<file path="config.mk">
export PLATFORM = sky130hd
export DESIGN_NAME = ult_echo_ranger_flat
export DESIGN_NICKNAME = d
export VERILOG_FILES = /design/src/rtl/ult_pkg.sv /design/src/rtl/ult_echo_ranger_if.sv /design/src/rtl/ult_sync2.sv /design/src/rtl/ult_echo_ranger.sv /design/src/flat_wrapper.sv
export SDC_FILE = /design/constraint.sdc
export NUM_CORES = 1
export LEC_CHECK = 0
export BUFFER_PORTS_ARGS = -buffer_cell sky130_fd_sc_hd__buf_2
export CAP_MARGIN = 10
export CORE_UTILIZATION = 65
export CTS_BUF_LIST = sky130_fd_sc_hd__clkbuf_8
export DETAILED_ROUTE_END_ITERATION = 8
export PLACE_DENSITY_LB_ADDON = 0.1
export SLEW_MARGIN = 0
export SYNTH_ARGS = -nofsm -noshare
export SYNTH_HDL_FRONTEND = slang
export SYNTH_SLANG_ARGS = --single-unit
</file>
<file path="constraint.sdc">
create_clock -name clk -period 3.9 [get_ports clk]
set_clock_uncertainty 0.15 [all_clocks]
set_input_delay 1.17 -clock clk [delete_from_list [all_inputs] [get_ports clk]]
set_output_delay 1.17 -clock clk [all_outputs]
set_load 0.01 [all_outputs]
</file>
<file path="src/rtl/ult_pkg.sv">
// rtl/ult_pkg.sv - shared FSM encoding and acoustic constants for the ultrasonic ranger
package ult_pkg;

    typedef enum logic [2:0] {
        ST_IDLE,
        ST_TRIG,
        ST_WAIT_ECHO,
        ST_MEASURE,
        ST_HOLDOFF
    } ult_state_t;

    localparam int SOUND_MPS = 343;

    // Round-trip echo time per mm: 2 mm of travel at SOUND_MPS, truncated to whole cycles.
    function automatic int calc_cyc_per_mm(input int clk_hz);
        return int'((64'(clk_hz) * 64'd2) / 64'(SOUND_MPS * 1000));
    endfunction

    localparam int CYC_PER_MM_DEFAULT = calc_cyc_per_mm(50_000_000);

endpackage

</file>
<file path="src/rtl/ult_echo_ranger_if.sv">
// rtl/ult_echo_ranger_if.sv - control, sensor and readback signals of the ranger core
interface ult_echo_ranger_if;
    logic        enable;
    logic        echo;
    logic        trigger;
    logic [15:0] value;
    logic        done;
    logic        busy;
    logic        timeout;

    modport master (output enable, echo, input trigger, value, done, busy, timeout);
    modport slave  (input enable, echo, output trigger, value, done, busy, timeout);
endinterface

</file>
<file path="src/rtl/ult_sync2.sv">
// rtl/ult_sync2.sv - 2-FF synchronizer with registered rise/fall strobes on the synced level
module ult_sync2 (
    input  logic clk,
    input  logic rst,
    input  logic din,
    output logic rise,
    output logic fall
);
    logic s1;
    logic s2;

    always_ff @(posedge clk or negedge rst) begin
        if (!rst) begin
            s1   <= 1'b0;
            s2   <= 1'b0;
            rise <= 1'b0;
            fall <= 1'b0;
        end else begin
            s1   <= din;
            s2   <= s1;
            rise <= s1 & ~s2;
            fall <= ~s1 & s2;
        end
    end
endmodule

</file>
<file path="src/rtl/ult_echo_ranger.sv">
// rtl/ult_echo_ranger.sv - trigger generation, echo timing and mm conversion for an HC-SR04-style sensor
module ult_echo_ranger
    import ult_pkg::*;
#(
    parameter int CLK_HZ      = 50_000_000,
    parameter int TRIG_CYC    = 500,
    parameter int CYC_PER_MM  = calc_cyc_per_mm(CLK_HZ),
    parameter int MAX_MM      = 4000,
    parameter int WAIT_CYC    = 1_500_000,
    parameter int HOLDOFF_CYC = 3_000_000
) (
    input  logic              clk,
    input  logic              rst,
    ult_echo_ranger_if.slave  bus
);
    localparam int CNT_MAX = (WAIT_CYC > HOLDOFF_CYC)
                           ? ((WAIT_CYC > TRIG_CYC) ? WAIT_CYC : TRIG_CYC)
                           : ((HOLDOFF_CYC > TRIG_CYC) ? HOLDOFF_CYC : TRIG_CYC);
    localparam int CNT_W = $clog2(CNT_MAX + 1);
    localparam int PRE_W = $clog2(CYC_PER_MM + 1);

    localparam logic [CNT_W-1:0] TRIG_LAST = CNT_W'(TRIG_CYC - 1);
    localparam logic [CNT_W-1:0] WAIT_LAST = CNT_W'(WAIT_CYC - 1);
    localparam logic [CNT_W-1:0] HOLD_LAST = CNT_W'(HOLDOFF_CYC - 1);
    localparam logic [PRE_W-1:0] PRE_LAST  = PRE_W'(CYC_PER_MM - 1);
    localparam logic [15:0]      MM_SAT    = 16'(MAX_MM);

    ult_state_t       state;
    logic [CNT_W-1:0] cnt;
    logic [PRE_W-1:0] presc;
    logic [15:0]      mm_cnt;
    logic             trigger_q;
    logic [15:0]      value_q;
    logic             done_q;
    logic             busy_q;
    logic             timeout_q;
    logic             echo_rise;
    logic             echo_fall;

    ult_sync2 u_sync (
        .clk  (clk),
        .rst  (rst),
        .din  (bus.echo),
        .rise (echo_rise),
        .fall (echo_fall)
    );

    always_ff @(posedge clk or negedge rst) begin
        if (!rst) begin
            state     <= ST_IDLE;
            cnt       <= '0;
            presc     <= '0;
            mm_cnt    <= '0;
            trigger_q <= 1'b0;
            value_q   <= '0;
            done_q    <= 1'b0;
            busy_q    <= 1'b0;
            timeout_q <= 1'b0;
        end else begin
            case (state)
                ST_IDLE: begin
                    if (bus.enable) begin
                        state     <= ST_TRIG;
                        busy_q    <= 1'b1;
                        trigger_q <= 1'b1;
                        done_q    <= 1'b0;
                        timeout_q <= 1'b0;
                        cnt       <= '0;
                    end
                end
                ST_TRIG: begin
                    if (cnt == TRIG_LAST) begin
                        state     <= ST_WAIT_ECHO;
                        trigger_q <= 1'b0;
                        cnt       <= '0;
                    end else begin
                        cnt <= cnt + 1'b1;
                    end
                end
                ST_WAIT_ECHO: begin
                    // The rise cycle itself is the first echo-high cycle, so the prescaler starts at 1.
                    if (echo_rise) begin
                        state  <= ST_MEASURE;
                        presc  <= PRE_W'(1);
                        mm_cnt <= '0;
                    end else if (cnt == WAIT_LAST) begin
                        state     <= ST_HOLDOFF;
                        value_q   <= '0;
                        timeout_q <= 1'b1;
                        done_q    <= 1'b1;
                        cnt       <= '0;
                    end else begin
                        cnt <= cnt + 1'b1;
                    end
                end
                ST_MEASURE: begin
                    if (mm_cnt == MM_SAT) begin
                        state     <= ST_HOLDOFF;
                        value_q   <= MM_SAT;
                        timeout_q <= 1'b1;
                        done_q    <= 1'b1;
                        cnt       <= '0;
                    end else if (echo_fall) begin
                        state   <= ST_HOLDOFF;
                        value_q <= mm_cnt;
                        done_q  <= 1'b1;
                        cnt     <= '0;
                    end else if (presc == PRE_LAST) begin
                        presc  <= '0;
                        mm_cnt <= mm_cnt + 16'd1;
                    end else begin
                        presc <= presc + 1'b1;
                    end
                end
                ST_HOLDOFF: begin
                    if (cnt == HOLD_LAST) begin
                        cnt <= '0;
                        if (bus.enable) begin
                            state     <= ST_TRIG;
                            trigger_q <= 1'b1;
                            done_q    <= 1'b0;
                            timeout_q <= 1'b0;
                        end else begin
                            state  <= ST_IDLE;
                            busy_q <= 1'b0;
                        end
                    end else begin
                        cnt <= cnt + 1'b1;
                    end
                end
                default: begin
                    state     <= ST_IDLE;
                    busy_q    <= 1'b0;
                    trigger_q <= 1'b0;
                end
            endcase
        end
    end

    assign bus.trigger = trigger_q;
    assign bus.value   = value_q;
    assign bus.done    = done_q;
    assign bus.busy    = busy_q;
    assign bus.timeout = timeout_q;
endmodule

</file>
<file path="src/flat_wrapper.sv">
// flat-port wrapper written by rule: the top's interface ports become plain ports
module ult_echo_ranger_flat import ult_pkg::*;
#(
    parameter int CLK_HZ      = 50_000_000,
    parameter int TRIG_CYC    = 500,
    parameter int CYC_PER_MM  = calc_cyc_per_mm(CLK_HZ),
    parameter int MAX_MM      = 4000,
    parameter int WAIT_CYC    = 1_500_000,
    parameter int HOLDOFF_CYC = 3_000_000
)
  (clk, rst, bus_enable, bus_echo, bus_trigger, bus_value, bus_done, bus_busy, bus_timeout);
  ult_echo_ranger_if bus_i ();
  input  logic clk;
  input  logic rst;
  input wire logic [$bits(bus_i.enable)-1:0] bus_enable;
  input wire logic [$bits(bus_i.echo)-1:0] bus_echo;
  output wire logic [$bits(bus_i.trigger)-1:0] bus_trigger;
  output wire logic [$bits(bus_i.value)-1:0] bus_value;
  output wire logic [$bits(bus_i.done)-1:0] bus_done;
  output wire logic [$bits(bus_i.busy)-1:0] bus_busy;
  output wire logic [$bits(bus_i.timeout)-1:0] bus_timeout;
  assign bus_i.enable = bus_enable;
  assign bus_i.echo = bus_echo;
  assign bus_trigger = bus_i.trigger;
  assign bus_value = bus_i.value;
  assign bus_done = bus_i.done;
  assign bus_busy = bus_i.busy;
  assign bus_timeout = bus_i.timeout;
  ult_echo_ranger #(.CLK_HZ(CLK_HZ), .TRIG_CYC(TRIG_CYC), .CYC_PER_MM(CYC_PER_MM), .MAX_MM(MAX_MM), .WAIT_CYC(WAIT_CYC), .HOLDOFF_CYC(HOLDOFF_CYC)) u_core (.clk(clk), .rst(rst), .bus(bus_i));
endmodule
</file>
==> impl_metrics.tcl, run 1 <==
set metrics [dict create \
    diodes 0 \
    slew_viol_final 0 \
    end_kind "flop" \
    hp-class "flop to flop" \
    first_pass_iters 5 \
    avgSynthCellArea_sq_um 9.13 \
    io_buffers 23 \
    tightest_slew_ps 1050 \
    cp_max_fo 34 \
    grt_pass1_vias 3062 \
    critPathKind "flop to flop" \
    cp-start-kind "flop" \
    nets 453 \
    switching_power_w 0.000294 \
    place_area_sq_um 4020 \
    total_power_w 0.00141 \
    fp.dieW_um 79.3 \
    setup_viol 0 \
    drc 0 \
    ys_seq_area_share_pct 47.7 \
    swShare_pct 20.8 \
    clkSinkCount 74 \
    ff_latch_area_sq_um 1850 \
    cap_violations 0 \
    finalHoldViolations 0 \
    rsz0062_at_grt "no" \
    cts_tree "yes" \
    period_share_pct 78.8 \
    worstPathArrival_ps 3180 \
    fmax_mhz 325 \
    ys_types 55 \
    leakagePower_nw 1.85 \
    cts_setup_buffers 0 \
    synth-warning-count 0 \
    ir_drop_v 0.000198 \
    cts_buffers 9 \
    layout-drive-gt1-share_pct 11.6 \
    layout.cells.non_filler 520 \
    combPwrFrac_pct 1.5 \
    core_sq_um 5640 \
    ctsResizeCount 0 \
    fp-row-count 27 \
    cts-root-buf "clkbuf_8" \
    synthCells 425 \
    antenna_found_initial 0 \
    power_frac_clock_pct 43.7 \
    via_count 3306 \
    viasPerCell 6.36 \
    grt_overflow 0 \
    syn_area_sq_um 3880 \
    worstPathRequired_ps 4000 \
    min_period_ps 3070 \
    h-tree-depth 3 \
    ant_nets 0 \
    synth_edf_count 0 \
    grt_pass1_wl_mm 14.6 \
    finalWirelength_mm 8.57 \
    cts_hold_buf 0 \
    final_core_util_pct 74.9 \
    clockBufferDepth 2 \
    ys_ff_latch 74 \
    multi_input_area_sq_um 1830 \
    syn_nets 434 \
    clk_pin_slew_worst_paths_ps 70 \
    fp.dieArea_sq_um 6280 \
    ios 24 \
    outcome "finished, final reports clean" \
    layout_common_cells "74 x dfrtp_1, 52 x nor2_1, 37 x nand3_1, 30 x o21ai_0, 29 x nand2_1" \
    start_util_pct 68.8 \
    tns_ps 0 \
    die_y_um 79.3 \
    synth_flop_cell "dfrtp_1" \
    async_reset_ff_share_pct 100 \
    grt_max_degree 39 \
    wire_per_inst_um 16.5 \
    drt_iter0_drc 265 \
    fin_area_sq_um 4230 \
    power_frac_seq_pct 54.8 \
    final_common_cell "dfrtp_1" \
    slew_headroom_pct 29.4 \
    hpwl_mm 5.72 \
    area_growth_pct 8.96 \
    intPower_w 0.00112 \
    place_congestion 0.967 \
    worstSkewPairLatency_ps 350 \
    place_inst 505 \
    power_density_nw_per_um2 333 \
    grt_usage_pct 30.6 \
    fillers 421 \
]
power by group through the flow:
stage	registers [W]	logic [W]	clock network, W
finish	0.000772	0.0000216	0.000616
global placement	0.000787	0.0000220	0
detailed placement	0.000787	0.0000224	0
CTS	0.000772	0.0000225	0.000617
floorplan	0.000786	0.00000227	0
global route	0.000772	0.0000254	0.000647
critical path, stage by stage (launching register included):
cell and delay, ps:
dfrtp_1 410, inv_1 100, ha_1 150, nor4bb_1 170, and4_1 390, o21a_1 590
o211a_2 710, nand3_1 160, o21ai_0 130
cell type report:
cell class / instances / share of cell area [%]
Sequential cell: 74 / 43.8
Multi-Input combinational cell: 308 / 43.3
Clock buffer: 12 / 3.91
Timing Repair Buffer: 28 / 3.91
Tap cell: 72 / 2.13
Inverter: 23 / 2.04
Clock inverter: 3 / 0.917
cell usage after synthesis (3+ instances only):
cell type | instances | area, sq um
a21oi_1 | 4 | 20.0
a31oi_1 | 3 | 18.8
and2_1 | 5 | 31.3
and3_1 | 7 | 43.8
clkbuf_1 | 10 | 37.5
dfrtp_1 | 74 | 1850
ha_1 | 5 | 62.6
inv_1 | 23 | 86.3
nand2_1 | 29 | 109
nand3_1 | 37 | 185
nand4_1 | 22 | 138
nor2_1 | 52 | 195
nor2b_1 | 3 | 18.8
nor3_1 | 18 | 90.1
nor3b_1 | 3 | 22.5
nor4_1 | 13 | 81.3
nor4b_1 | 4 | 35.0
o211ai_1 | 3 | 22.5
o21ai_0 | 30 | 150
o21bai_1 | 3 | 22.5
xnor2_1 | 19 | 166
xor2_1 | 15 | 131
per-layer routing:
metal	vias to the layer above	part of all wire, %	GRT usage (%)
met5	-	0	0
met4	0	1.6	12.5
met3	13	7.1	5.52
met2	154	45	46.1
met1	1602	46	43.7
li1	1537	-	-
logic make-up after synthesis:
| group | Yosys count | share of synthesized area (%) |
|---|---|---|
| and+or+nand+nor | 212 | 28.9 |
| DFF | 74 | 47.7 |
| AOI/OAI and AO/OA | 56 | 8.77 |
| buffers and inverters | 43 | 5.10 |
| xor gates and xnor gates | 34 | 7.68 |
| adders and majority gates | 5 | 1.61 |
| muxes | 1 | 0.258 |
flip-flops by register name, indices dropped and copies added, names as in the netlist:
register,cells
u_core.bus.done,1
u_core.u_sync.rise,1
u_core.state,3
u_core.mm_cnt,16
u_core.u_sync.s1,1
u_core.u_sync.s2,1
u_core.presc,9
u_core.bus.timeout,1
u_core.bus.trigger,1
u_core.bus.value,16
u_core.u_sync.fall,1
u_core.bus.busy,1
u_core.cnt,22
worst paths after layout:
kind,start,end,slack (ps),depth (start not counted)
min in group asynchronous,rst,u_core.bus.value[5]$_DFFE_PN0P_,790,1
setup / recovery,u_core.mm_cnt[0]$_DFFE_PN0P_,u_core.bus.value[13]$_DFFE_PN0P_,830,8
max in group asynchronous,rst,u_core.cnt[19]$_DFFE_PN0P_,2130,2
hold reg to reg,u_core.u_sync.s1$_DFF_PN0_,u_core.u_sync.s2$_DFF_PN0_,280,0
setup reg to reg,u_core.mm_cnt[0]$_DFFE_PN0P_,u_core.bus.value[13]$_DFFE_PN0P_,830,8
hold / removal,u_core.u_sync.s1$_DFF_PN0_,u_core.u_sync.s2$_DFF_PN0_,280,0
through the flow:
stage	setup slack, ps	hold WS [ps]
floorplan	1150	217
global placement	939	253
detailed placement	897	253
CTS	872	276
global route	611	300
finish	827	275
Power figures use the tool's default switching activity.
==> run 2: changes to the inputs <==
--- a/config.mk
+++ b/config.mk
@@ -7,7 +7,7 @@
 export LEC_CHECK = 0
 export BUFFER_PORTS_ARGS = -buffer_cell sky130_fd_sc_hd__buf_2
 export CAP_MARGIN = 10
-export CORE_UTILIZATION = 65
+export CORE_UTILIZATION = 63
 export CTS_BUF_LIST = sky130_fd_sc_hd__clkbuf_8
 export DETAILED_ROUTE_END_ITERATION = 8
 export PLACE_DENSITY_LB_ADDON = 0.1
==> constraint.sdc (replaced) <==
create_clock -name clk -period 3 [get_ports clk]
set_clock_uncertainty 0.15 [all_clocks]
set_input_delay 0.9 -clock clk [delete_from_list [all_inputs] [get_ports clk]]
set_output_delay 0.9 -clock clk [all_outputs]
set_load 0.01 [all_outputs]
==> run 2 against run 1 <==
Cell area grew 0.83%. Hold slack lost 20 ps. Via count shrank 3.2%.
==> impl_metrics.tcl, run 2 (same netlist as run 1, synthesis figures left out) <==
set metrics [dict create \
    outcome "finished, final reports clean" \
    regMostFlops "u_core.cnt" \
    min_period_ps 2770 \
    cts_setup_buffers 0 \
    clk_pin_slew_worst_paths_ps 80 \
    clkSinkCount 74 \
    largest_reg_flops 22 \
    fp.dieW_um 80.5 \
    finalHoldViolations 0 \
    viasPerCell 6.08 \
    nets 455 \
    slew_viol_final 0 \
    worstSkewPairLatency_ps 340 \
    combPwrFrac_pct 1.5 \
    clockBufferDepth 2 \
    tightest_slew_ps 1040 \
    cts_hold_buf 0 \
    finalWirelength_mm 8.29 \
    drt_iter0_drc 269 \
    ir_drop_v 0.000254 \
    drc 0 \
    ctsResizeCount 0 \
    die_y_um 80.5 \
    hp-class "flop to flop" \
    via_count 3200 \
    io_buffers 23 \
    grt_usage_pct 28.2 \
    first_pass_iters 7 \
    fmax_mhz 362 \
    fin_area_sq_um 4260 \
    antenna_found_initial 0 \
    core_sq_um 5920 \
    tns_ps 0 \
    r2r_slack_ps 230 \
    intPower_w 0.00141 \
    cts_tree "yes" \
    rr_worst_depth 7 \
    switching_power_w 0.000392 \
    hpwl_mm 5.43 \
    end_kind "flop" \
    cp_max_fo 34 \
    cap_violations 0 \
    r2r_start "u_core.cnt[11]$_DFFE_PN0P_" \
    leakagePower_nw 1.87 \
    swShare_pct 21.8 \
    final_common_cell "dfrtp_1" \
    fp.dieArea_sq_um 6480 \
    wire_per_inst_um 15.8 \
    diodes 0 \
    r2r_end "u_core.bus.value[15]$_DFFE_PN0P_" \
    grt_pass1_vias 2989 \
    ios 24 \
    worstPathArrival_ps 2870 \
    setup_viol 0 \
    min-delay-start "u_core.u_sync.s2$_DFF_PN0_" \
    start_util_pct 65.5 \
    ant_nets 0 \
    cp-start-kind "flop" \
    whs_path_depth 1 \
    worstPathRequired_ps 3100 \
    area_growth_pct 9.87 \
    period_share_pct 92.2 \
    grt_max_degree 75 \
    cts_buffers 9 \
    layout_common_cells "74 x dfrtp_1, 52 x nor2_1, 37 x nand3_1, 30 x o21ai_0, 29 x nand2_1" \
    power_density_nw_per_um2 422 \
    power_frac_seq_pct 55.7 \
    fp-row-count 28 \
    cts-root-buf "clkbuf_8" \
    place_area_sq_um 4070 \
    layout-drive-gt1-share_pct 12.2 \
    grt_overflow 0 \
    h-tree-depth 3 \
    slew_headroom_pct 30.2 \
    whs_endpoint "u_core.u_sync.rise$_DFF_PN0_" \
    rsz0062_at_grt "no" \
    critPathKind "flop to flop" \
    fillers 444 \
    grt_pass1_wl_mm 13.8 \
    power_frac_clock_pct 42.7 \
    place_congestion 0.870 \
]
[run 2: worst max-delay path: stages (launching register included)]
cell and delay, ps:
dfrtp_1 460, or4b_1 520, or4_4 530, nor3_1 350, o211a_2 260, buf_12 180, nand3_1 90, o21ai_0 130
[run 2: final cells by class]
cell class | count | area (sq um) | share of cell area (%)
clock buffer | 10 | 138 | 3.23
timing repair buffer | 30 | 205 | 4.81
tap | 75 | 93.8 | 2.20
multi-input combinational | 308 | 1830 | 42.9
clock inverter | 6 | 57.6 | 1.35
inverter | 23 | 86.3 | 2.03
sequential | 74 | 1850 | 43.4
[run 2: metrics by stage]
stage | std cells | total power (W) | hold slack, ps | util, % | setup WS, ps
2_1_floorplan | 425 | 0.00103 | 217 | - | 413
3_3_place_gp | 510 | 0.00105 | 251 | 68.7 | 341
3_5_place_dp | 510 | 0.00105 | 253 | 68.7 | 261
4_1_cts | 526 | 0.00181 | 259 | 72.0 | 244
5_1_grt | 526 | 0.00186 | 275 | 72.0 | 95.2
6_report | 526 | 0.00180 | 255 | 72.0 | 235
[run 2: layer usage]
metal	track usage, %	vias up	routed length (um)
li1	-	1545	-
met2	45.3	105	4030
met3	4.66	16	381
met5	0	-	0
met1	37.6	1534	3740
met4	11.8	0	130
[run 2: worst max path at each step]
stage / start / to / slack, ps / cells after the start
final: u_core.cnt[11]$_DFFE_PN0P_ / u_core.bus.value[15]$_DFFE_PN0P_ / 230 / 7
after floorplan: u_core.cnt[12]$_DFFE_PN0P_ / u_core.cnt[9]$_DFFE_PN0P_ / 410 / 8
after global routing: u_core.cnt[11]$_DFFE_PN0P_ / u_core.bus.value[0]$_DFFE_PN0P_ / 100 / 7
after CTS: u_core.cnt[11]$_DFFE_PN0P_ / u_core.bus.value[15]$_DFFE_PN0P_ / 240 / 7
after detailed placement: u_core.cnt[11]$_DFFE_PN0P_ / u_core.cnt[15]$_DFFE_PN0P_ / 260 / 6
after global placement: u_core.cnt[11]$_DFFE_PN0P_ / u_core.bus.value[0]$_DFFE_PN0P_ / 340 / 7
[run 2: power by group through the flow]
| stage | sequential [W] | combinational (W) | clock, W |
|---|---|---|---|
| finish | 0.00100 | 0.0000274 | 0.000769 |
| floorplan | 0.00102 | 0.00000295 | 0 |
| global route | 0.00100 | 0.0000326 | 0.000828 |
| global placement | 0.00102 | 0.0000288 | 0 |
| detailed placement | 0.00102 | 0.0000288 | 0 |
| CTS | 0.00100 | 0.0000289 | 0.000781 |
==> run 3: changes to the inputs <==
--- a/config.mk
+++ b/config.mk
@@ -14,4 +14,5 @@
 export SLEW_MARGIN = 0
 export SYNTH_ARGS = -nofsm -noshare
 export SYNTH_HDL_FRONTEND = slang
+export SYNTH_HIERARCHICAL = 1
 export SYNTH_SLANG_ARGS = --single-unit
==> run 3 against run 2 <==
First-iteration DRC count is 16% higher. Die area is 2.7% higher. Hold slack worse by 0.73 ps. Maximum frequency is 3.2% lower. Critical path depth is 2 lower. Sequential power is 18% higher. Register-to-register slack worse by 90 ps. Global-route usage is 2.4 points higher. Sequential share of layout area is 2.1 points lower. Worst setup slack worse by 91 ps. Flip-flop and latch count stayed put. Routed wire length is 10% higher. Largest power group unchanged.
==> impl_metrics.tcl, run 3 <==
set metrics [dict create \
    leakagePower_nw 1.99 \
    h-tree-depth 3 \
    clkSinkCount 74 \
    hp-class "flop to flop" \
    slew_viol_final 0 \
    regMostFlops "u_core/cnt" \
    syn_nets 433 \
    grt_pass1_wl_mm 15.0 \
    synthCells 424 \
    ir_drop_v 0.000840 \
    crit_buf_inv 0 \
    clk_pin_slew_worst_paths_ps 80 \
    start_util_pct 66.2 \
    io_buffers 23 \
    r2r_start "u_core/cnt[13]$_DFFE_PN0P_" \
    grt_pass1_vias 3114 \
    grtUsageMet2_pct 49.4 \
    synthMostInstantiatedCell "dfrtp_1" \
    hpwl_mm 6.38 \
    gr-usage-met3_pct 5.89 \
    outcome "finished, final reports clean" \
    cp-start-kind "flop" \
    fillers 431 \
    layout_common_cells "74 x dfrtp_1, 35 x nand2_1, 30 x a21oi_1, 27 x nor2_1, 23 x buf_2" \
    startpoint "u_core/cnt[13]$_DFFE_PN0P_" \
    fp.dieW_um 81.5 \
    slew_headroom_pct 48.0 \
    antenna_found_initial 0 \
    synth_flop_cell "dfrtp_1" \
    ant_nets 0 \
    tns_ps 0 \
    drc 0 \
    final_common_cell "dfrtp_1" \
    drt_iter0_drc 312 \
    finalWirelength_mm 9.14 \
    yosysTopAreaCellShare_pct 46.5 \
    fp-row-count 28 \
    cp_max_fo 7 \
    multi_input_area_sq_um 1980 \
    clockBufferDepth 2 \
    ys_top_cells_by_count "74 x dfrtp_1, 35 x nand2_1, 31 x a21oi_1, 27 x nor2_1, 21 x nand3_1" \
    largest_reg_flops 22 \
    crit_family "simple AND/OR/NAND/NOR gates" \
    crit_chain "or4_1, or4_1, o211a_1, a2111oi_4, mux2_1" \
    min_period_ps 2860 \
    use_met1_pct 39.9 \
    layout-drive-gt1-share_pct 14.3 \
    synth_top_cell_by_area "dfrtp_1" \
    worstPathRequired_ps 3090 \
    rr_worst_depth 5 \
    finalHoldViolations 0 \
    rsz0062_at_grt "no" \
    place_congestion 0.874 \
    worstSkewPairLatency_ps 360 \
    core_sq_um 6030 \
    die_y_um 81.5 \
    ys_ff_latch 74 \
    via_count 3435 \
    grt_overflow 0 \
    area_growth_pct 12.4 \
    critPathKind "flop to flop" \
    diodes 0 \
    cts_tree "yes" \
    synth_area_leaders "dfrtp_1 46%, a21oi_1 3.9%, mux2i_1 3.5%, nand2_1 3.3%, or4_1 2.8%" \
    tightest_slew_ps 781 \
    grt_max_degree 32 \
    r2r_slack_ps 140 \
    async_reset_ff_share_pct 100 \
    first_pass_iters 4 \
    busiest_layer "met2" \
    power_density_nw_per_um2 690 \
    avgSynthCellArea_sq_um 9.40 \
    cts-root-buf "clkbuf_8" \
    critPathCapture "u_core/state[0]$_DFFE_PN0P_" \
    place_area_sq_um 4260 \
    fp.dieArea_sq_um 6650 \
    cts_hold_buf 0 \
    cp.depth 5 \
    cap_violations 0 \
    ff_latch_area_sq_um 1850 \
    nets 466 \
    ys_types 60 \
    syn_area_sq_um 3990 \
    synth_edf_count 0 \
    cp_slowest_cell "or4_1" \
    worstPathArrival_ps 2950 \
    min-delay-start "u_core/u_sync/s1$_DFF_PN0_" \
    wire_per_inst_um 17.0 \
    grt_usage_pct 30.5 \
    end_kind "flop" \
    viasPerCell 6.40 \
    fin_area_sq_um 4480 \
    cts_buffers 9 \
    setup_viol 0 \
    ios 24 \
    cp_common_cell "or4_1" \
    fmax_mhz 350 \
    ys_seq_area_share_pct 46.5 \
    synth-warning-count 6 \
    slowest_delay_ps 590 \
    r2r_end "u_core/state[0]$_DFFE_PN0P_" \
    period_share_pct 95.2 \
]
-- run 3: cell types whose count changed after synthesis, sizes merged, moves of 9 or more --
| cell | change |
|---|---|
| or3 | +9 |
| a21oi | +27 |
| mux2i | +13 |
| nand4 | -14 |
| or4 | +13 |
| o31ai | +12 |
| nand3 | -16 |
| xor2 | -11 |
| nor2 | -26 |
| xnor2 | -18 |
-- run 3: timing repair --
action                     4_1_cts  5_1_grt
setup endpoints to repair        0       13
resized for setup                0        2
buffers inserted                 0        0
-- run 3: power by group --
| group | switching, W | internal, W | leakage (nW) | total [W] |
|---|---|---|---|---|
| logic | 0.000678 | 0.000398 | 0.869 | 0.00108 |
| clock network | 0.000379 | 0.000451 | 0.112 | 0.000830 |
| registers | 0.000103 | 0.00108 | 1.01 | 0.00118 |
| total | 0.00116 | 0.00193 | 1.99 | 0.00309 |
-- run 3: cell families (layout without fill, tap and decap cells) --
family / after synthesis / in the layout / synth area share (%)
AND/OR/NAND/NOR: 178 / 178 / 25.0
AO/OA/AOI/OAI: 106 / 106 / 17.5
flip-flops: 74 / 74 / 46.5
buffers and inverters: 39 / 77 / 4.02
multiplexers: 17 / 17 / 4.36
adder cells (fa/ha/maj): 5 / 5 / 1.57
XOR/XNOR: 5 / 5 / 1.10
-- run 3: layout make-up --
type	instances	share of cell area [%]
Timing Repair Buffer	41	5.86
Inverter	20	1.68
Multi-Input combinational cell	311	44.3
Clock inverter	4	1.09
Sequential cell	74	41.3
Tap cell	75	2.09
Clock buffer	12	3.69
-- run 3: worst reg2reg max path: stages (launching register included) --
cell and delay (ps):
dfrtp_1 450, or4_1 590, or4_1 520, o211a_1 320
a2111oi_4 350, mux2_1 360
-- run 3: worst min path at each step --
stage,to,slack [ps],cells past startpoint
floorplan,u_core/u_sync/s2$_DFF_PN0_,210,0
global placement,u_core/u_sync/s2$_DFF_PN0_,220,0
detailed placement,u_core/u_sync/s2$_DFF_PN0_,230,0
CTS,u_core/u_sync/s2$_DFF_PN0_,250,0
global route,u_core/u_sync/s2$_DFF_PN0_,280,0
finish,u_core/u_sync/s2$_DFF_PN0_,250,0
-- run 3: metal layers --
| layer | up-vias | share of wire [%] |
|---|---|---|
| met3 | 21 | 5.9 |
| met1 | 1650 | 44 |
| met4 | 0 | 2.3 |
| met5 | - | 0 |
| met2 | 132 | 48 |
| li1 | 1632 | - |
-- run 3: per-stage QoR --
step           util [%]  total power [W]  hold WS, ps  setup slack, ps  instances
4_1_cts            74.2          0.00308          252              108        537
6_report           74.4          0.00309          254              144        537
3_5_place_dp       70.7          0.00226          234              147        521
5_1_grt            74.4          0.00326          276             78.7        537
3_3_place_gp       70.7          0.00223          219              238        521
2_1_floorplan         -          0.00193          210              280        424
